==> config.mk <==
export PLATFORM = sky130hd
export DESIGN_NAME = sd_1001_moore
export DESIGN_NICKNAME = d
export VERILOG_FILES = /design/src/rtl/sd_1001_moore_pkg.sv /design/src/rtl/sd_1001_moore.sv
export SDC_FILE = /design/constraint.sdc
export NUM_CORES = 1
export LEC_CHECK = 0
export BUFFER_PORTS_ARGS = -buffer_cell sky130_fd_sc_hd__buf_2
export CAP_MARGIN = 20
export CELL_PAD_IN_SITES_DETAIL_PLACEMENT = 1
export CELL_PAD_IN_SITES_GLOBAL_PLACEMENT = 1
export CORE_AREA = 2 2 39 41
export DETAILED_ROUTE_END_ITERATION = 10
export DIE_AREA = 0 0 41 43
export GPL_TIMING_DRIVEN = 1
export PLACE_DENSITY_LB_ADDON = 0.3
export SLEW_MARGIN = 20
export SYNTH_ARGS = -nofsm -noshare
export SYNTH_HDL_FRONTEND = slang
export SYNTH_SLANG_ARGS = --single-unit
==> constraint.sdc <==
create_clock -name clk -period 1 [get_ports clk]
set_clock_uncertainty 0.1 [all_clocks]
set_input_delay 0.1 -clock clk [delete_from_list [all_inputs] [get_ports clk]]
set_output_delay 0.1 -clock clk [all_outputs]
set_load 0.01 [all_outputs]
==> src/rtl/sd_1001_moore_pkg.sv <==
// Shared types for the 1001 Moore sequence detector.
package sd_1001_moore_pkg;

  localparam int unsigned STATE_W = 3;

  // Each state names the longest prefix of 1001 matched so far.
  typedef enum logic [STATE_W-1:0] {
    IDLE  = 3'd0,
    S1    = 3'd1,
    S10   = 3'd2,
    S100  = 3'd3,
    S1001 = 3'd4
  } state_t;

endpackage

==> src/rtl/sd_1001_moore.sv <==
// Moore detector for the serial pattern 1-0-0-1 with overlap; out is decoded
// from the state register only, so it is glitch-free and one cycle wide.
module sd_1001_moore
  import sd_1001_moore_pkg::*;
(
  input  logic clk,
  input  logic reset,
  input  logic in,
  output logic out
);

  state_t state;
  state_t next_state;

  // State register; synchronous reset takes priority over the data bit.
  always_ff @(posedge clk) begin
    if (reset) begin
      state <= IDLE;
    end else begin
      state <= next_state;
    end
  end

  // Next-state and output decode; unused encodings fall back to IDLE.
  always_comb begin
    next_state = IDLE;
    out        = 1'b0;
    unique case (state)
      IDLE:    next_state = in ? S1    : IDLE;
      S1:      next_state = in ? S1    : S10;
      S10:     next_state = in ? S1    : S100;
      S100:    next_state = in ? S1001 : IDLE;
      S1001: begin
        out        = 1'b1;
        // Final 1 of a match is reused as the leading 1 of the next one.
        next_state = in ? S1 : S10;
      end
      default: next_state = IDLE;
    endcase
  end

endmodule

======== Word-level counts from Yosys, hierarchy flattened ========
Index checks and enable logic that the tools add are counted.
storage, ports and cells
  register bits ........................... 3
  memories kept ........................... 0
  memory bits (read-only) ................. 0
  RAM bits ................................ 0
  bits in latches ......................... 0
  output and inout port bits .............. 1
  word-level logic and storage cells ...... 13
operators by class
  reduce and logical (&&, ||, !) cells .... 2
  magnitude comparators ................... 0
  bitwise gates (word level) .............. 0
  add/sub/neg operators ................... 0
  multipliers ............................. 0
  equal/unequal tests ..................... 4
  shifts and indexed selects .............. 0
  divide/modulo/power cells ............... 0
  muxes and demuxes ....................... 6
operators by type and width
  cell                                                 count
  one-hot mux 3 bit (4 select lines)                   1
  equality test 3 x 2 -> 1 bit, second input constant  2
  2-to-1 mux 2 bit                                     2
  equality test 3 x 1 -> 1 bit, second input constant  1
  equality test 3 bit, second input constant           1
  zero test 3 bit                                      1
  2-to-1 mux 3 bit                                     1
  2-to-1 mux 1 bit                                     2
  OR reduction 2 bit                                   1

======== Longest topological paths before layout ========
Gate-level depths: netlist (run 1).
  depth in word-level cells ............... 3
  mapped depth ............................ 3
  depth with buffers taken out ............ 3

======== Worst setup path after synthesis (run 1) ========
OpenSTA, ideal clock, no wires.
  path type ............................... reg-to-reg
  start point ............................. register state[2]
  end point ............................... register state[1]
  data arrival time ....................... 784 ps
  path buffers ............................ 0
  library setup time ...................... 73 ps
  stages on the path, launching flop included .. 4
  setup slack ............................. 43 ps
  cells stage by stage .................... dfxtp_1 nor3b_2 a21oi_1 nor3_2
between the ends
  cells in the longest elaborated chain, start to end .. 3
  elaborated cells on any way between the ends .. 7
ends and longest elaborated chain
  what                                                                 line                 source
  start, declared                                                      sd_1001_moore.sv:12  state_t state;
  start signal, assigned                                               sd_1001_moore.sv:20  state <= next_state;
  equality test 3 bit or equality test 3 x 1 -> 1 bit (tied branches)  sd_1001_moore.sv:28  unique case (state)
  OR reduction 2 bit (no line)                                         -
  one-hot mux 3 bit (4 select lines) *                                 sd_1001_moore.sv:28
Mark *: on every way between the ends. The rest lies on a longest branch, timed or not.
A chain may end at the register's enable or synchronous reset.

======== Worst setup path in the final report (run 1) ========
  start point ............................. register state[1]
  end point ............................... output out
between the ends
  cells in the longest elaborated chain, start to end .. 2
ends and longest elaborated chain
  what                 line                 source
  equality test 3 bit  sd_1001_moore.sv:28
  2-to-1 mux 1 bit     sd_1001_moore.sv:28
  end, declared        sd_1001_moore.sv:9   output logic out
Every way passes these cells.

==> results.md, run 1 <==
- CTS clk-pin slew, worst paths: 0.04 ns
- Number of flip-flops in the largest register: 3
- Final min period: 1.13 ns
- Post-synthesis sequential element count: 3
- Total die area: 1760 um2
- Row count: 14
- ANT cells: 0
- Largest area contributor in the netlist: dfxtp_1
- Post-Route WL: 435 um
- Util after Layout: 0.194
- Worst Setup Slack, final: -0.129 ns
- CP peak stage delay: 0.34 ns
- Max-cap violations: 0
- H-tree depth: 1
- Combinational share of power: 0.110
- Root buf cell: clkbuf_4
- Crit path DAT: 0.93 ns
- RSZ-0062 raised after global routing: yes
- Met1 wire length: 161 um
- Sequential power share: 0.345
- Largest net degree at the start of global routing: 5
- Reg2Reg Depth: 4
- CP Launch Type: flop
- DRT Pass-1 Iters: 1
- Fmax: 886 MHz
- Setup crit end: out
- Req. time, crit path: 0.80 ns
- Net Switching: 0.0858 mW
- Max stage delay cell, worst path: dfxtp_2
- CP bufs+invs: 1
- Post-Syn Nets: 18
- First-pass GRT wire length: 772 um
- Yosys top cell area share: 0.444
- Clock power frac: 0.546
- Worst skew pair latency: 0.23 ns
- Largest cells by area after synthesis: dfxtp_1 (44%), nor3b_2 (9.3%), nor3_2 (7.4%)
- Global route overflow: 0
- Power Dens Cells: 1420 nW/um2
- Chip Width: 41 um
- Initial antenna violation count: 0
- Synth warn: 0
- Hold WC Path Type: in -> reg
- Reg-to-reg critical path endpoint: state[1]$_SDFF_PP0_
- Total stage count of the critical path: 2
- R2r setup slk: -0.05 ns
- Largest reg by FF count: state
- Type of element capturing the critical path: output pin
- Failing checks: negative setup slack
- Slew HR: 0.856
- Int Pwr: 0.297 mW
- Share of post-route cells with drive strength above 1: 0.630
- Port Buf Inserts: 3
- Netlist cell types: 11
- Sequential area share after synthesis: 0.444
- GRT Resource Usage Total: 0.0701
- CTS tree: done
- Largest registers: state: 3 flops
- Setup CP Type: reg -> out
- P&R area growth vs syn: 99.1%
- Slew @ Worst Pin: 0.214 ns
- Placer Congestion: 0.604
- Dpl hpwl: 248 um
- Routed len/inst: 10.1 um
- Core area: 1380 um2
- CP top delay family: flip-flops
- Die Y: 43 um
- Register area: 66.3 um2
- Clock Path Buffers: 2
- Metal3 WL: 30 um
- Cells after Synth: 15
- Initial Utilization: 0.0976
- Cell Chain, Critical Path: nor3b_4 -> buf_2
- Total CTS buffers: 3
- Clock Sinks: 3
- Finished layout cell area: 269 um2
- Fin. Hold Viols: 0
- Detailed-route via count: 147
- # fillers: 169
- Crit-path max FO: 4
- Post-Syn Area: 135 um2
- Initial DRC Count: 0
- Final setup viols: 2
- DR top layer: met3
- Nets: 31
- Most frequent cells in the layout: clkbuf_4 (3), buf_2 (3)
- CP startpoint: state[1]$_SDFF_PP0_
- Outcome: complete, but fails checks
- Setup TNS: -0.179 ns
- Sw frac: 0.224
- Worst VDD drop: 387 uV
- Met2 wire length: 243 um
- Multi-input logic area: 87.6 um2
- Antenna viol nets, final: 0
- DRC Markers: 0
- IO Pins: 4
- Avg Vias per Cell: 3.42
- Period Utilization, post-route: 1.13
- Reg2Reg Launch Point: state[0]$_SDFF_PP0_
- Mean Syn Cell Area: 9.01 um2
- Post-DP Area: 170 um2
- Leakage: 0.107 nW
- Number of global-route vias before repair: 187
- Fin. max-slew vios: 0
## worst min path at each step
stage	start	to	slack [ns]	depth (start not counted)
floorplan	in	state[1]$_SDFF_PP0_	0.07	1
global placement	reset	state[1]$_SDFF_PP0_	0.20	2
detailed placement	in	state[1]$_SDFF_PP0_	0.21	2
CTS	in	state[2]$_SDFF_PP0_	0.02	3
global route	in	state[2]$_SDFF_PP0_	0.03	3
finish	in	state[2]$_SDFF_PP0_	0.03	3
## routing by layer
metal  vias up  global-route usage
met4         0              0.0600
met1        67              0.0767
met5         -                   0
li1         76                   -
met2         4              0.0969
met3         0              0.0314
## layout make-up
cell class / count / area share
clock buffer: 4 / 0.0977
inverter: 2 / 0.0279
multi-input combinational: 10 / 0.326
sequential: 3 / 0.247
tap: 16 / 0.0744
timing repair buffer: 8 / 0.228
## cells in the mapped netlist (all sizes together)
master,instances
dfxtp,3
inv,2
xor2,1
nor4,1
nand2,2
nor3b,2
a31oi,1
nor3,1
a21oi,1
nor2,1
## worst register-to-register path, stage by stage, from the launching register on
cell and delay (ns):
dfxtp_4 0.35, buf_6 0.12, xor2_1 0.13, a21oi_1 0.18
nor3_2 0.05
## kinds of logic (layout without fill, tap and decap cells)
family / after synthesis / in the layout / synth area share
simple gates: 7 / 7 / 0.352
xor+xnor: 1 / 1 / 0.0648
flops: 3 / 3 / 0.444
compound gates: 2 / 2 / 0.0833
buf+inv: 2 / 14 / 0.0556
## power by group through the flow
| stage | logic, mW | clock network (mW) | registers, mW |
|---|---|---|---|
| after detailed placement | 0.0227 | 0 | 0.134 |
| after global placement | 0.0212 | 0 | 0.133 |
| after CTS | 0.0368 | 0.222 | 0.131 |
| after global routing | 0.0464 | 0.238 | 0.133 |
| after floorplan | 0.0133 | 0 | 0.133 |
| final | 0.0420 | 0.209 | 0.132 |
## timing repair
| action | 4_1_cts | 5_1_grt |
|---|---|---|
| endpoints found under the setup margin | 1 | 4 |
| hold buffers | 2 | 0 |
| setup buffers | 3 | 0 |
| gates resized for setup | 6 | 3 |
| endpoints found under the hold margin | 3 | 0 |
| cloned | 0 | 0 |
| pin swaps | 2 | 5 |
## through the flow
| stage | cells | setup slack [ns] | total power [mW] | hold slack, ns |
|---|---|---|---|---|
| finish | 43 | -0.129 | 0.383 | 0.0283 |
| global route | 43 | -0.196 | 0.417 | 0.0317 |
| CTS | 43 | -0.131 | 0.390 | 0.0189 |
| detailed placement | 34 | 0.0178 | 0.157 | 0.213 |
| global placement | 34 | 0.0714 | 0.154 | 0.205 |
| floorplan | 15 | 0.0432 | 0.146 | 0.0690 |
Power figures use the tool's default switching activity.
==> inputs of run 2 (changes only) <==
--- a/config.mk
+++ b/config.mk
@@ -5,13 +5,13 @@
 export SDC_FILE = /design/constraint.sdc
 export NUM_CORES = 1
 export LEC_CHECK = 0
-export BUFFER_PORTS_ARGS = -buffer_cell sky130_fd_sc_hd__buf_2
 export CAP_MARGIN = 20
 export CELL_PAD_IN_SITES_DETAIL_PLACEMENT = 1
 export CELL_PAD_IN_SITES_GLOBAL_PLACEMENT = 1
 export CORE_AREA = 2 2 39 41
 export DETAILED_ROUTE_END_ITERATION = 10
 export DIE_AREA = 0 0 41 43
+export DONT_BUFFER_PORTS = 1
 export GPL_TIMING_DRIVEN = 1
 export PLACE_DENSITY_LB_ADDON = 0.3
 export SLEW_MARGIN = 20
==> run 2 against run 1 <==
- the run still ends with negative setup slack left
- via count shrank 7.5%
- maximum frequency grew 2.1%
- global-route usage shrank 1.6 points
- largest cell class unchanged
- largest power group unchanged
==> results.md, run 2 (synthesis results as in run 1) <==
- Fin. Hold Viols: 0 (unchanged)
- GRT Resource Usage Total: 0.0542 (was 0.0701)
- Share of post-route cells with drive strength above 1: 0.560 (was 0.630)
- Clock Path Buffers: 2 (unchanged)
- First-pass GRT wire length: 593 um (was 772 um)
- Util after Layout: 0.185 (was 0.194)
- Worst VDD drop: 513 uV (was 387 uV)
- Period Utilization, post-route: 1.11 (was 1.13)
- Nets: 29 (was 31)
- H-tree depth: 1 (unchanged)
- Placed Instances: 32 (was 34)
- DP Worst Slack: 0.0342 ns (was 0.0178 ns)
- Worst Setup Slack, final: -0.106 ns (was -0.129 ns)
- Layout Cells excl Fill: 41 (was 43)
- Clock Sinks: 3 (unchanged)
- RSZ-0062 raised after global routing: yes (unchanged)
- Type of element capturing the critical path: output pin (unchanged)
- IO Pins: 4 (unchanged)
- Outcome: complete, but fails checks (unchanged)
- Row count: 14 (unchanged)
- Placer Congestion: 0.607 (was 0.604)
- Dpl hpwl: 211 um (was 248 um)
- Slew @ Worst Pin: 0.188 ns (was 0.214 ns)
- Global route overflow: 0 (unchanged)
- Initial Utilization: 0.0976 (unchanged)
- Most frequent cells in the layout: clkbuf_4 (3), buf_4 (3) (was clkbuf_4 (3), buf_2 (3))
- Total die area: 1760 um2 (unchanged)
- CP Launch Type: flop (unchanged)
- Core area: 1380 um2 (unchanged)
- Leakage: 0.0989 nW (was 0.107 nW)
- Initial antenna violation count: 0 (unchanged)
- CTS tree: done (unchanged)
- Worst hold margin: 0.395 ns (was 0.0283 ns)
- Setup CP Type: reg -> out (unchanged)
- Power Dens Cells: 1450 nW/um2 (was 1420 nW/um2)
- Fmax: 904 MHz (was 886 MHz)
- Die Y: 43 um (unchanged)
- Largest reg by FF count: state (unchanged)
- Initial DRC Count: 1 (was 0)
- Final setup viols: 2 (unchanged)
- Avg Vias per Cell: 3.32 (was 3.42)
- Post-Route WL: 335 um (was 435 um)
- ANT cells: 0 (unchanged)
- Antenna viol nets, final: 0 (unchanged)
- Slew HR: 0.874 (was 0.856)
- Number of flip-flops in the largest register: 3 (unchanged)
- Port Buf Inserts: 0 (was 3)
- Total CTS buffers: 3 (unchanged)
- DRT Pass-1 Iters: 2 (was 1)
- Req. time, crit path: 0.80 ns (about the same)
- Routed len/inst: 8.17 um (was 10.1 um)
- Largest registers: state: 3 flops (unchanged)
- Hold WC Path Type: reg -> reg (was in -> reg)
- Detailed-route via count: 136 (was 147)
- Fin. max-slew vios: 0 (unchanged)
- Crit-path max FO: 2 (was 4)
- Root buf cell: clkbuf_4 (unchanged)
- P&R area growth vs syn: 89.8% (was 99.1%)
- Chip Width: 41 um (unchanged)
- Largest net degree at the start of global routing: 5 (unchanged)
- DRC Markers: 0 (unchanged)
- CTS clk-pin slew, worst paths: 0.04 ns (about the same)
- Total power: 0.373 mW (was 0.383 mW)
- Final min period: 1.11 ns (was 1.13 ns)
- Number of global-route vias before repair: 151 (was 187)
- Max-cap violations: 0 (unchanged)
- Failing checks: negative setup slack (unchanged)
- Worst skew pair latency: 0.23 ns (about the same)
- Crit path DAT: 0.91 ns (was 0.93 ns)
## run 2: worst max-delay path, cell delays in order (launching register included)
cell,delay (ns)
dfxtp_4,0.34
nor3b_4,0.21
buf_6,0.13
## run 2: area by class of cell
cell class | count | area (um2)
fill | 167 | 1130
timing repair buffer | 6 | 53.8
tap | 16 | 20.0
inverter | 2 | 7.51
sequential | 3 | 66.3
multi-input combinational | 10 | 82.6
clock buffer | 4 | 26.3
## run 2: worst paths after layout
| path | startpoint | to | slack (ns) | depth (start not counted) |
|---|---|---|---|---|
| max | state[0]$_SDFF_PP0_ | out | -0.11 | 2 |
| min | state[1]$_SDFF_PP0_ | state[2]$_SDFF_PP0_ | 0.40 | 2 |
| max reg2reg | state[0]$_SDFF_PP0_ | state[1]$_SDFF_PP0_ | -0.03 | 4 |
| min reg2reg | state[1]$_SDFF_PP0_ | state[2]$_SDFF_PP0_ | 0.40 | 2 |
## run 2: through the flow
stage	cell area, um2	TNS [ns]
global route	256	-0.211
CTS	244	-0.186
floorplan	135	0
finish	256	-0.140
global placement	163	0
detailed placement	163	0
## run 2: layer usage
metal | track usage | routed length, um
met5 | 0 | 0
met2 | 0.0656 | 165
met3 | 0.0314 | 20
met1 | 0.0577 | 150
met4 | 0.0600 | 0
## run 2: power by group
| group | total, mW | switching [mW] | internal, mW |
|---|---|---|---|
| Combinational | 0.0352 | 0.0165 | 0.0187 |
| Clock | 0.207 | 0.0576 | 0.149 |
| Sequential | 0.131 | 0.00573 | 0.125 |
| Total | 0.373 | 0.0799 | 0.293 |
## run 2: repair_timing
item	4_1_cts	5_1_grt
endpoints found under the setup margin	1	3
setup buffers	3	0
gates resized for setup	5	3
endpoints found under the hold margin	3	0
hold buffers	2	0
pin swaps	2	0
==> inputs of run 3 (changes only) <==
--- a/config.mk
+++ b/config.mk
@@ -9,6 +9,8 @@
 export CELL_PAD_IN_SITES_DETAIL_PLACEMENT = 1
 export CELL_PAD_IN_SITES_GLOBAL_PLACEMENT = 1
 export CORE_AREA = 2 2 39 41
+export CTS_BUF_LIST = sky130_fd_sc_hd__clkbuf_4 sky130_fd_sc_hd__clkbuf_8
+export CTS_CLUSTER_SIZE = 12
 export DETAILED_ROUTE_END_ITERATION = 10
 export DIE_AREA = 0 0 41 43
 export DONT_BUFFER_PORTS = 1
==> run 3 against run 2 <==
- the run still ends with negative setup slack left
- count of clock-buffer cells in the layout unchanged
- combinational power about the same
- highest routed layer unchanged
- sequential power about the same
- die area unchanged
- maximum frequency about the same
- design area increased by 1.5%
- critical endpoint unchanged
- setup slack about the same
- clock power increased by 14%
- first-iteration DRC count unchanged
- sequential share of layout area decreased by 0.37 points
- flip-flop and latch count unchanged
==> results.md, run 3 (synthesis results as in run 1) <==
- Row count: 14 (unchanged)
- Most frequent cells in the layout: clkbuf_4 (4), buf_4 (3) (was clkbuf_4 (3), buf_4 (3))
- Slew @ Worst Pin: 0.188 ns (unchanged)
- Outcome: complete, but fails checks (unchanged)
- Largest registers: state: 3 flops (unchanged)
- Fmax: 904 MHz (about the same)
- Clock Path Buffers: 2 (unchanged)
- Failing checks: negative setup slack (unchanged)
- Initial Utilization: 0.0976 (unchanged)
- Met2 wire length: 167 um (was 165 um)
- Int Pwr: 0.320 mW (was 0.293 mW)
- CP Launch Type: flop (unchanged)
- Power Dens Cells: 1540 nW/um2 (was 1450 nW/um2)
- Net Switching: 0.0806 mW (was 0.0799 mW)
- Number of global-route vias before repair: 155 (was 151)
- Commonest non-fill, non-tap cell in the layout: clkbuf_4
- Initial antenna violation count: 0 (unchanged)
- RSZ-0062 raised after global routing: yes (unchanged)
- Metal3 WL: 15 um (was 20 um)
- Max-cap violations: 0 (unchanged)
- Fin. Hold Viols: 0 (unchanged)
- Met1 wire length: 153 um (was 150 um)
- Routed len/inst: 8.22 um (was 8.17 um)
- Type of element capturing the critical path: output pin (unchanged)
- Worst skew pair latency: 0.23 ns (about the same)
- Period Utilization, post-route: 1.11 (about the same)
- Share of post-route cells with drive strength above 1: 0.600 (was 0.560)
- Setup CP Type: reg -> out (unchanged)
- Hold WC Path Type: reg -> reg (unchanged)
- Root buf cell: clkbuf_4 (unchanged)
- Setup TNS: -0.139 ns (was -0.140 ns)
- ANT cells: 0 (unchanged)
- Core area: 1380 um2 (unchanged)
- Total die area: 1760 um2 (unchanged)
- Largest reg by FF count: state (unchanged)
- Clock Sinks: 3 (unchanged)
- Number of flip-flops in the largest register: 3 (unchanged)
- DRT Pass-1 Iters: 2 (unchanged)
- First-pass GRT wire length: 593 um (unchanged)
- CTS clk-pin slew, worst paths: 0.04 ns (about the same)
- Fin. max-slew vios: 0 (unchanged)
- CTS tree: done (unchanged)
- DRC Markers: 0 (unchanged)
- Worst VDD drop: 457 uV (was 513 uV)
- Largest net degree at the start of global routing: 5 (unchanged)
- Crit-path max FO: 2 (unchanged)
- Final setup viols: 2 (unchanged)
- H-tree depth: 1 (unchanged)
- Detailed-route via count: 138 (was 136)
- Dpl hpwl: 211 um (unchanged)
- Placer Congestion: 0.607 (unchanged)
- DP Worst Slack: 0.0342 ns (unchanged)
- Post-Route WL: 337 um (was 335 um)
- Die Y: 43 um (unchanged)
- Global route overflow: 0 (unchanged)
- Final min period: 1.11 ns (about the same)
- Worst Setup Slack, final: -0.106 ns (about the same)
- Sequential power share: 0.327 (was 0.351)
- Antenna viol nets, final: 0 (unchanged)
- GRT Resource Usage Total: 0.0562 (was 0.0542)
- Slew HR: 0.874 (unchanged)
- Leakage: 0.102 nW (was 0.0989 nW)
- Combinational share of power: 0.088 (was 0.094)
- IO Pins: 4 (unchanged)
- Nets: 29 (unchanged)
- Avg Vias per Cell: 3.37 (was 3.32)
- Total CTS buffers: 3 (unchanged)
- P&R area growth vs syn: 92.6% (was 89.8%)
- Req. time, crit path: 0.80 ns (about the same)
- Sw frac: 0.201 (was 0.214)
- Chip Width: 41 um (unchanged)
- Port Buf Inserts: 0 (unchanged)
- Clock power frac: 0.585 (was 0.555)
- DR top layer: met3 (unchanged)
- Initial DRC Count: 1 (unchanged)
- Crit path DAT: 0.91 ns (about the same)
-- run 3: changes by cell type in the layout (fill, tap and decap cells not counted) --
cell and change:
clkbuf_1 -1, clkbuf_4 +1
-- run 3: layout make-up --
| cell class | instances | area [um2] |
|---|---|---|
| multi-input cells | 10 | 82.6 |
| fillers | 166 | 1120 |
| flip-flops and latches | 3 | 66.3 |
| repair buffers | 6 | 53.8 |
| clock buffers | 4 | 30.0 |
| well taps | 16 | 20.0 |
| inverters | 2 | 7.51 |
-- run 3: critical path: stages (launching register included) --
cell     delay, ns
dfxtp_4       0.34
nor3b_4       0.21
buf_6         0.13
-- run 3: per-stage QoR --
stage / power (mW) / util / hold slack [ns] / area [um2] / std cells
floorplan: 0.146 / - / 0.0690 / 135 / 15
global placement: 0.148 / 0.118 / 0.0720 / 163 / 32
detailed placement: 0.150 / 0.118 / 0.0709 / 163 / 32
CTS: 0.413 / 0.179 / 0.401 / 248 / 41
global route: 0.431 / 0.188 / 0.436 / 260 / 41
finish: 0.401 / 0.188 / 0.396 / 260 / 41
-- run 3: metal layers --
layer,vias up,track usage
li1,73,-
met1,61,0.0545
met2,4,0.0656
met3,0,0.0314
met4,0,0.0800
met5,-,0
-- run 3: timing repair --
item                                    4_1_cts  5_1_grt
endpoints found under the setup margin        1        3
hold endpoints to repair                      3        0
hold buffers                                  2        0
pin swaps                                     2        0
resized for setup                             5        3
setup buffers                                 3        0
-- run 3: power groups by stage --
stage	Combinational, mW	Sequential, mW	Clock (mW)
after global placement	0.0150	0.133	0
after CTS	0.0325	0.131	0.250
after global routing	0.0383	0.132	0.260
after detailed placement	0.0158	0.134	0
final	0.0352	0.131	0.235
after floorplan	0.0133	0.133	0
-- run 3: worst paths after layout --
kind                  startpoint             endpoint  slack [ns]  depth (start not counted)
max          state[0]$_SDFF_PP0_                  out       -0.11                          2
min          state[1]$_SDFF_PP0_  state[2]$_SDFF_PP0_        0.40                          2
max reg2reg  state[0]$_SDFF_PP0_  state[1]$_SDFF_PP0_       -0.03                          4
min reg2reg  state[1]$_SDFF_PP0_  state[2]$_SDFF_PP0_        0.40                          2
